**src/rtl/fifo_pkg.sv**
```systemverilog
// Shared sizing constants for the FIFO read-side stream adapter.
package fifo_pkg;
    localparam int SKID_DEPTH = 2;
    localparam int LVL_W      = 2;
endpackage

```
**src/rtl/skid_buf2.sv**
```systemverilog
// Two-entry circular register buffer: tail written on i_wr_vld, head popped on valid&&ready.
// Latency: write at edge N, o_rd_vld high from N+1; backpressure: holds head stable while !i_rd_rdy.
module skid_buf2
    import fifo_pkg::*;
#(
    parameter int WIDTH = 16
) (
    input  logic             i_clk,
    input  logic             i_rst,
    input  logic             i_wr_vld,
    input  logic [WIDTH-1:0] i_wr_dat,
    output logic             o_rd_vld,
    input  logic             i_rd_rdy,
    output logic [WIDTH-1:0] o_rd_dat,
    output logic [LVL_W-1:0] o_occ
);

    logic [WIDTH-1:0] r_mem [SKID_DEPTH];
    logic             r_wr_idx;
    logic             r_rd_idx;
    logic [LVL_W-1:0] r_occ;
    logic             r_vld;

    logic             w_rd_fire;
    logic [LVL_W-1:0] w_occ_nxt;

    assign w_rd_fire = r_vld && i_rd_rdy;

    always_comb begin
        w_occ_nxt = r_occ;
        case ({i_wr_vld, w_rd_fire})
            2'b10:   w_occ_nxt = r_occ + 2'd1;
            2'b01:   w_occ_nxt = r_occ - 2'd1;
            default: w_occ_nxt = r_occ;
        endcase
    end

    // Valid is registered from the next occupancy so it always equals (occ != 0).
    always_ff @(posedge i_clk or posedge i_rst) begin
        if (i_rst) begin
            for (int i = 0; i < SKID_DEPTH; i++) begin
                r_mem[i] <= '0;
            end
            r_wr_idx <= 1'b0;
            r_rd_idx <= 1'b0;
            r_occ    <= '0;
            r_vld    <= 1'b0;
        end else begin
            if (i_wr_vld) begin
                r_mem[r_wr_idx] <= i_wr_dat;
                r_wr_idx        <= r_wr_idx + 1'b1;
            end
            if (w_rd_fire) begin
                r_rd_idx <= r_rd_idx + 1'b1;
            end
            r_occ <= w_occ_nxt;
            r_vld <= (w_occ_nxt != '0);
        end
    end

    assign o_rd_vld = r_vld;
    assign o_rd_dat = r_mem[r_rd_idx];
    assign o_occ    = r_occ;

endmodule

```
**src/rtl/fifo_rd_stream.sv**
```systemverilog
// Turns a pop/empty FIFO read port (1-cycle read latency) into a valid/ready stream.
// Latency: pop in N, o_valid in N+2; backpressure: pops only while buffer credit remains, no drops.
module fifo_rd_stream
    import fifo_pkg::*;
#(
    parameter int WIDTH = 16
) (
    input  logic             i_clk,
    input  logic             i_rst,
    input  logic             i_fifo_empty,
    output logic             o_fifo_pop,
    input  logic [WIDTH-1:0] i_fifo_rdata,
    output logic             o_valid,
    input  logic             i_ready,
    output logic [WIDTH-1:0] o_data,
    output logic [LVL_W-1:0] o_level
);

    logic       r_inflight;
    logic       w_drain;
    logic [2:0] w_credit_sum;
    logic       w_pop;

    assign w_drain      = o_valid && i_ready;
    // A drain implies occ >= 1, so this 3-bit sum never underflows.
    assign w_credit_sum = 3'(o_level) + {2'b00, r_inflight} - {2'b00, w_drain};
    assign w_pop        = !i_rst && !i_fifo_empty && (w_credit_sum < 3'(SKID_DEPTH));
    assign o_fifo_pop   = w_pop;

    always_ff @(posedge i_clk or posedge i_rst) begin
        if (i_rst) begin
            r_inflight <= 1'b0;
        end else begin
            r_inflight <= w_pop;
        end
    end

    skid_buf2 #(
        .WIDTH (WIDTH)
    ) u_buf (
        .i_clk    (i_clk),
        .i_rst    (i_rst),
        .i_wr_vld (r_inflight),
        .i_wr_dat (i_fifo_rdata),
        .o_rd_vld (o_valid),
        .i_rd_rdy (i_ready),
        .o_rd_dat (o_data),
        .o_occ    (o_level)
    );

endmodule

```
**config.mk**
```make
export PLATFORM = sky130hd
export DESIGN_NAME = fifo_rd_stream
export DESIGN_NICKNAME = d
export VERILOG_FILES = /design/src/rtl/fifo_pkg.sv /design/src/rtl/skid_buf2.sv /design/src/rtl/fifo_rd_stream.sv
export SDC_FILE = /design/constraint.sdc
export NUM_CORES = 1
export LEC_CHECK = 0
export ABC_AREA = 1
export CAP_MARGIN = 20
export CORE_MARGIN = 5
export CORE_UTILIZATION = 30
export DETAILED_ROUTE_END_ITERATION = 10
export SKIP_CTS_REPAIR_TIMING = 1
export SYNTH_ARGS = -nofsm -noshare
export SYNTH_HDL_FRONTEND = slang
export SYNTH_SLANG_ARGS = --single-unit
```
**constraint.sdc**
```tcl
create_clock -name i_clk -period 1.9 [get_ports i_clk]
set_clock_uncertainty 0.05 [all_clocks]
set_input_delay 0.19 -clock i_clk [delete_from_list [all_inputs] [get_ports i_clk]]
set_output_delay 0.19 -clock i_clk [all_outputs]
set_load 0.01 [all_outputs]
```
* Yosys cells after proc, flatten, opt, wreduce, memory -nomap -nowiden
Cells that the tools add are included.
** Cells by class
- Add/sub/neg operators :: 6
- Bitwise logic cells :: 2
- Multiplexer cells :: 7
- Equality and inequality tests :: 2
- Reduce and logical (&&, ||, !) cells :: 7
- $lt $le $gt $ge :: 4
** Operators by type and width (count)
- 16-bit two-way mux :: 4
- 32-bit bitwise mux :: 1
- 16-bit demux with 1-bit select :: 1
- 2-bit greater-or-equal comparator, second input constant :: 2
- 1-bit logical AND :: 4
- 1-bit inverter with 2-bit output :: 2
- 2-bit one-hot mux with 2 select lines :: 1
- 2-bit by 1-bit adder with 3-bit output :: 1
- 3-bit by 2-bit < comparator with 1-bit output, second input constant :: 1
- 3-bit by 1-bit subtractor with 3-bit output :: 1
- 1-bit adder, second input constant :: 2
- 2-bit by 1-bit adder with 2-bit output, second input constant :: 1
- 2-bit by 1-bit equality test with 1-bit output, second input constant :: 1
- 2-bit equality test, second input constant :: 1
- 1-bit zero test :: 2
- 2-bit by 1-bit < comparator with 1-bit output, second input constant :: 1
- 2-bit nonzero test :: 1
- 2-bit by 1-bit subtractor with 2-bit output, second input constant :: 1
** Storage, ports and cells
- Register bits after elaboration :: 38
- Bits of input ports :: 20
- Output and inout port bits :: 20
- Logic and storage cells :: 35

* Longest topological paths before layout
- Depth in word-level cells :: 6
- Mapped depth :: 8
- Gate-level depth less buffers :: 8

* Modules after synthesis
A second synthesis with hierarchy kept.
** Unflattened totals
- Cells, all modules :: 216
- Area, all modules :: 1813.0 µm²
** By module, submodules not included
- skid_buf2 :: cells an instance 199, area an instance 1701.6 µm², seq. area each 925.9 µm², instances 1
- fifo_rd_stream :: cells an instance 17, area an instance 111.4 µm², seq. area each 25.0 µm², instances 1

* Worst setup path before layout
Ideal clock, no wire load.
- Path type :: register to output
- Start :: reg u_buf.r_vld (netlist: u_buf.o_rd_vld)
- End :: out o_fifo_pop
- Arrival time :: 1499 ps
- Path slack :: 161 ps
- Data required time :: 1660 ps
- Path buffers :: 0
- Cell stages (with the launch flop) :: 7
- Path through :: dfrtp_1 -> nand2_1 -> nor2_1 -> o21ai_0 -> fa_1 -> xor2_1 -> nor2_1
** Between the ends
- Cells in the longest elaborated chain, start to end :: 4
** RTL lines
- start: declaration :: line skid_buf2.sv:22 : logic r_vld;
- start signal: assignment :: line skid_buf2.sv:57 : r_vld <= (w_occ_nxt != '0);
- 1-bit logical AND :: line fifo_rd_stream.sv:24 : assign w_drain = o_valid && i_ready;
- 3-bit by 1-bit subtractor with 3-bit output :: line fifo_rd_stream.sv:26 : assign w_credit_sum = 3'(o_level) + {2'b00, r_inflight} - {2'b00, w_drain};
- 3-bit by 2-bit < comparator with 1-bit output :: line fifo_rd_stream.sv:27 : assign w_pop = !i_rst && !i_fifo_empty && (w_credit_sum < 3'(SKID_DEPTH));
- 1-bit logical AND :: line fifo_rd_stream.sv:27
- end: declaration :: line fifo_rd_stream.sv:11 : output logic o_fifo_pop,
Every way passes these cells.

* Worst setup path in the final report
Same ends and word-level chain as after synthesis.

==> impl_metrics.env <==
export IMPL_critical_path_arrival_ns=1.76
export IMPL_coreArea_um2=5820
export IMPL_cts_buffer_depth=2
export IMPL_layout_drive_gt1_share_pct=30.1
export IMPL_syn2layout_area_growth_pct=40.5
export IMPL_cap_violations=0
export IMPL_grt_overflow_total=0
export IMPL_tightest_slew_ns=0.803
export IMPL_yosysTopAreaCell="dfrtp_1"
export IMPL_p_int_mw=2.70
export IMPL_fp_row_count=28
export IMPL_dr_first_iter_drc_count=27
export IMPL_violations="setup timing"
export IMPL_start_util_pct=30.5
export IMPL_slew_headroom_pct=46.5
export IMPL_groute_usage_overall_pct=10.1
export IMPL_synth_edf_count=0
export IMPL_p_seq_share_pct=35.0
export IMPL_htree_levels=2
export IMPL_critical_path_class="reg2out"
export IMPL_synthesis_instances=174
export IMPL_setup_tns_ns=-0.0969
export IMPL_pwr_share_clk_pct=13.9
export IMPL_ant_nets=0
export IMPL_yosys_cell_types_count=20
export IMPL_r2r_slack_ns=0.18
export IMPL_dieArea_um2=7550
export IMPL_die_height_um=86.9
export IMPL_power_switching_mw=1.40
export IMPL_vias=1267
export IMPL_diodes=0
export IMPL_async_flop_share_pct=100
export IMPL_syn_area_um2=1770
export IMPL_fillers=604
export IMPL_ios=40
export IMPL_p_per_area_nw_per_um2=1650
export IMPL_utilization_pct=42.8
export IMPL_swShare_pct=34.2
export IMPL_synth_main_ff_cell="dfrtp_1"
export IMPL_crit_top_cell="nand2_2"
export IMPL_yosys_top_cells_area="dfrtp_1 54%, mux2_2 10%, nand2_1 8.0%"
export IMPL_final_common_cell="dfrtp_1"
export IMPL_syn_num_nets=196
export IMPL_p_leak_nw=1.31
export IMPL_grt_pass1_wl_mm=5.95
export IMPL_ys_seq_area_share_pct=53.6
export IMPL_reg2reg_to="r_inflight"
export IMPL_hold_class="in2async"
export IMPL_dpl_cell_area_um2=2320
export IMPL_drt_pass1_iterations=4
export IMPL_vdd_drop_max_uv=840
export IMPL_p_comb_share_pct=51.1
export IMPL_cts_tree="done"
export IMPL_min_period_over_period_pct=105
export IMPL_startpoint="u_buf.o_rd_vld"
export IMPL_layout_min_cycle_time_ns=2.00
export IMPL_vias_per_cell=4.21
export IMPL_setup_worst_path_start_class="register"
export IMPL_crit_chain="nand2_2 -> inv_2 -> nor2_2 -> o21ai_2 -> fa_2 -> nand2_2 -> nor2_4 -> buf_6"
export IMPL_fmax_mhz=501
export IMPL_setup_slack_ns=-0.0969
export IMPL_synth_warnings=0
export IMPL_final_nets=247
export IMPL_antenna_found_initial=0
export IMPL_synth_seq_cells=38
export IMPL_reg2regPathDepth=9
export IMPL_setup_viol=1
export IMPL_power_mw=4.10
export IMPL_max_stage_delay_ns=0.52
export IMPL_clkTransAtPathRegs_ns=0.07
export IMPL_slew_viol_final=0
export IMPL_gp_congestion=0.689
export IMPL_die_x_um=86.9
export IMPL_grt_pass1_vias=1315
export IMPL_drc_errors=0
export IMPL_critPathCaptureType="primary output"
export IMPL_yosysTopAreaCellShare_pct=53.6
export IMPL_design_area_um2=2490
export IMPL_hold_viol=0
export IMPL_status="finished with violations"
export IMPL_portBuffers=39
export IMPL_grt_max_degree=34
export IMPL_clk_latency_ns=0.28
export IMPL_cts_num_sinks=38
export IMPL_worst_path_max_fanout=3
export IMPL_syn_avg_cell_area_um2=10.2
export IMPL_final_cell_mix="38 x dfrtp_1, 36 x nand2_1, 22 x clkdlybuf4s50_1"
export IMPL_r2r_start="u_buf.o_rd_vld"
export IMPL_rsz0062_at_grt="yes"
export IMPL_cts_buffers=5
export IMPL_crit_required_ns=1.66
export IMPL_critical_path_slowest_cell="fa_2"
export IMPL_dpl_hpwl_mm=2.35
export IMPL_wirelength_mm=3.44
export IMPL_wl_per_cell_um=11.4
export IMPL_cts_root_buffer="clkbuf_8"
==> cell families after synthesis <==
family / Yosys count / synth area share, %
AND/OR/NAND/NOR: 49 / 11.2
XOR/XNOR: 3 / 1.48
adder cells (fa/ha/maj): 2 / 1.83
multiplexers: 16 / 10.2
flip-flops: 38 / 53.6
AO/OA/AOI/OAI: 33 / 12.7
buffers and inverters: 33 / 8.96
==> worst max-delay path by stage <==
stage | end | cells after the start
final | o_fifo_pop | 8
after global routing | o_fifo_pop | 8
after CTS | o_fifo_pop | 8
after detailed placement | o_fifo_pop | 8
after global placement | o_fifo_pop | 8
after floorplan | o_fifo_pop | 6
==> power groups by stage <==
stage,registers (mW),clock network (mW),logic [mW]
global route,1.49,0.634,2.35
detailed placement,1.45,0,2.15
finish,1.44,0.568,2.10
CTS,1.43,0.603,2.16
floorplan,1.42,0,1.23
global placement,1.43,0,2.13
==> registers in the layout (all words and copies together) (netlist names) <==
| register | flops |
|---|---|
| u_buf.r_mem | 32 |
| u_buf.o_occ | 2 |
| u_buf.r_rd_idx | 1 |
| r_inflight | 1 |
| u_buf.r_wr_idx | 1 |
| u_buf.o_rd_vld | 1 |
==> worst max-delay path, delay by kind of cell (launching register included) <==
kind	cells	cell delay (ns)
adder cells (fa/ha/maj)	1	0.52
flip-flops	1	0.39
AND/OR/NAND/NOR	4	0.34
buffers and inverters	2	0.15
AO/OA/AOI/OAI	1	0.06
==> layout make-up <==
class / count / area, um2 / area share (%)
timing repair buffer: 53 / 574 / 23.1
sequential: 38 / 951 / 38.2
clock buffer: 6 / 82.6 / 3.31
multi-input combinational: 103 / 687 / 27.6
clock inverter: 2 / 12.5 / 0.502
tap: 75 / 93.8 / 3.77
inverter: 24 / 90.1 / 3.62
==> layer usage <==
metal | part of all wire (%) | up-vias | GRT usage, % | routed length, um
met3 | 6.9 | 6 | 3.41 | 237
li1 | - | 652 | - | -
met1 | 45 | 579 | 12.6 | 1550
met5 | 0 | - | 0 | 0
met2 | 47 | 30 | 16.5 | 1610
met4 | 1.2 | 0 | 2.97 | 42
==> cells in the mapped netlist, drive strengths merged (2+ instances only) <==
library cell  number
buf                6
clkbuf             3
dfrtp             38
inv               24
mux2              16
nand2             41
nand3              2
nor2               4
o21ai             33
xor2               2
==> metrics by stage <==
step | hold WS (ns) | worst slack [ns] | instances
after floorplan | 0.296 | 0.161 | 174
after global placement | 0.410 | -0.537 | 291
after detailed placement | 0.415 | -0.570 | 291
after CTS | 0.218 | -0.604 | 299
after global routing | 0.242 | -0.223 | 301
final | 0.207 | -0.0969 | 301
Power figures use the tool's default switching activity.
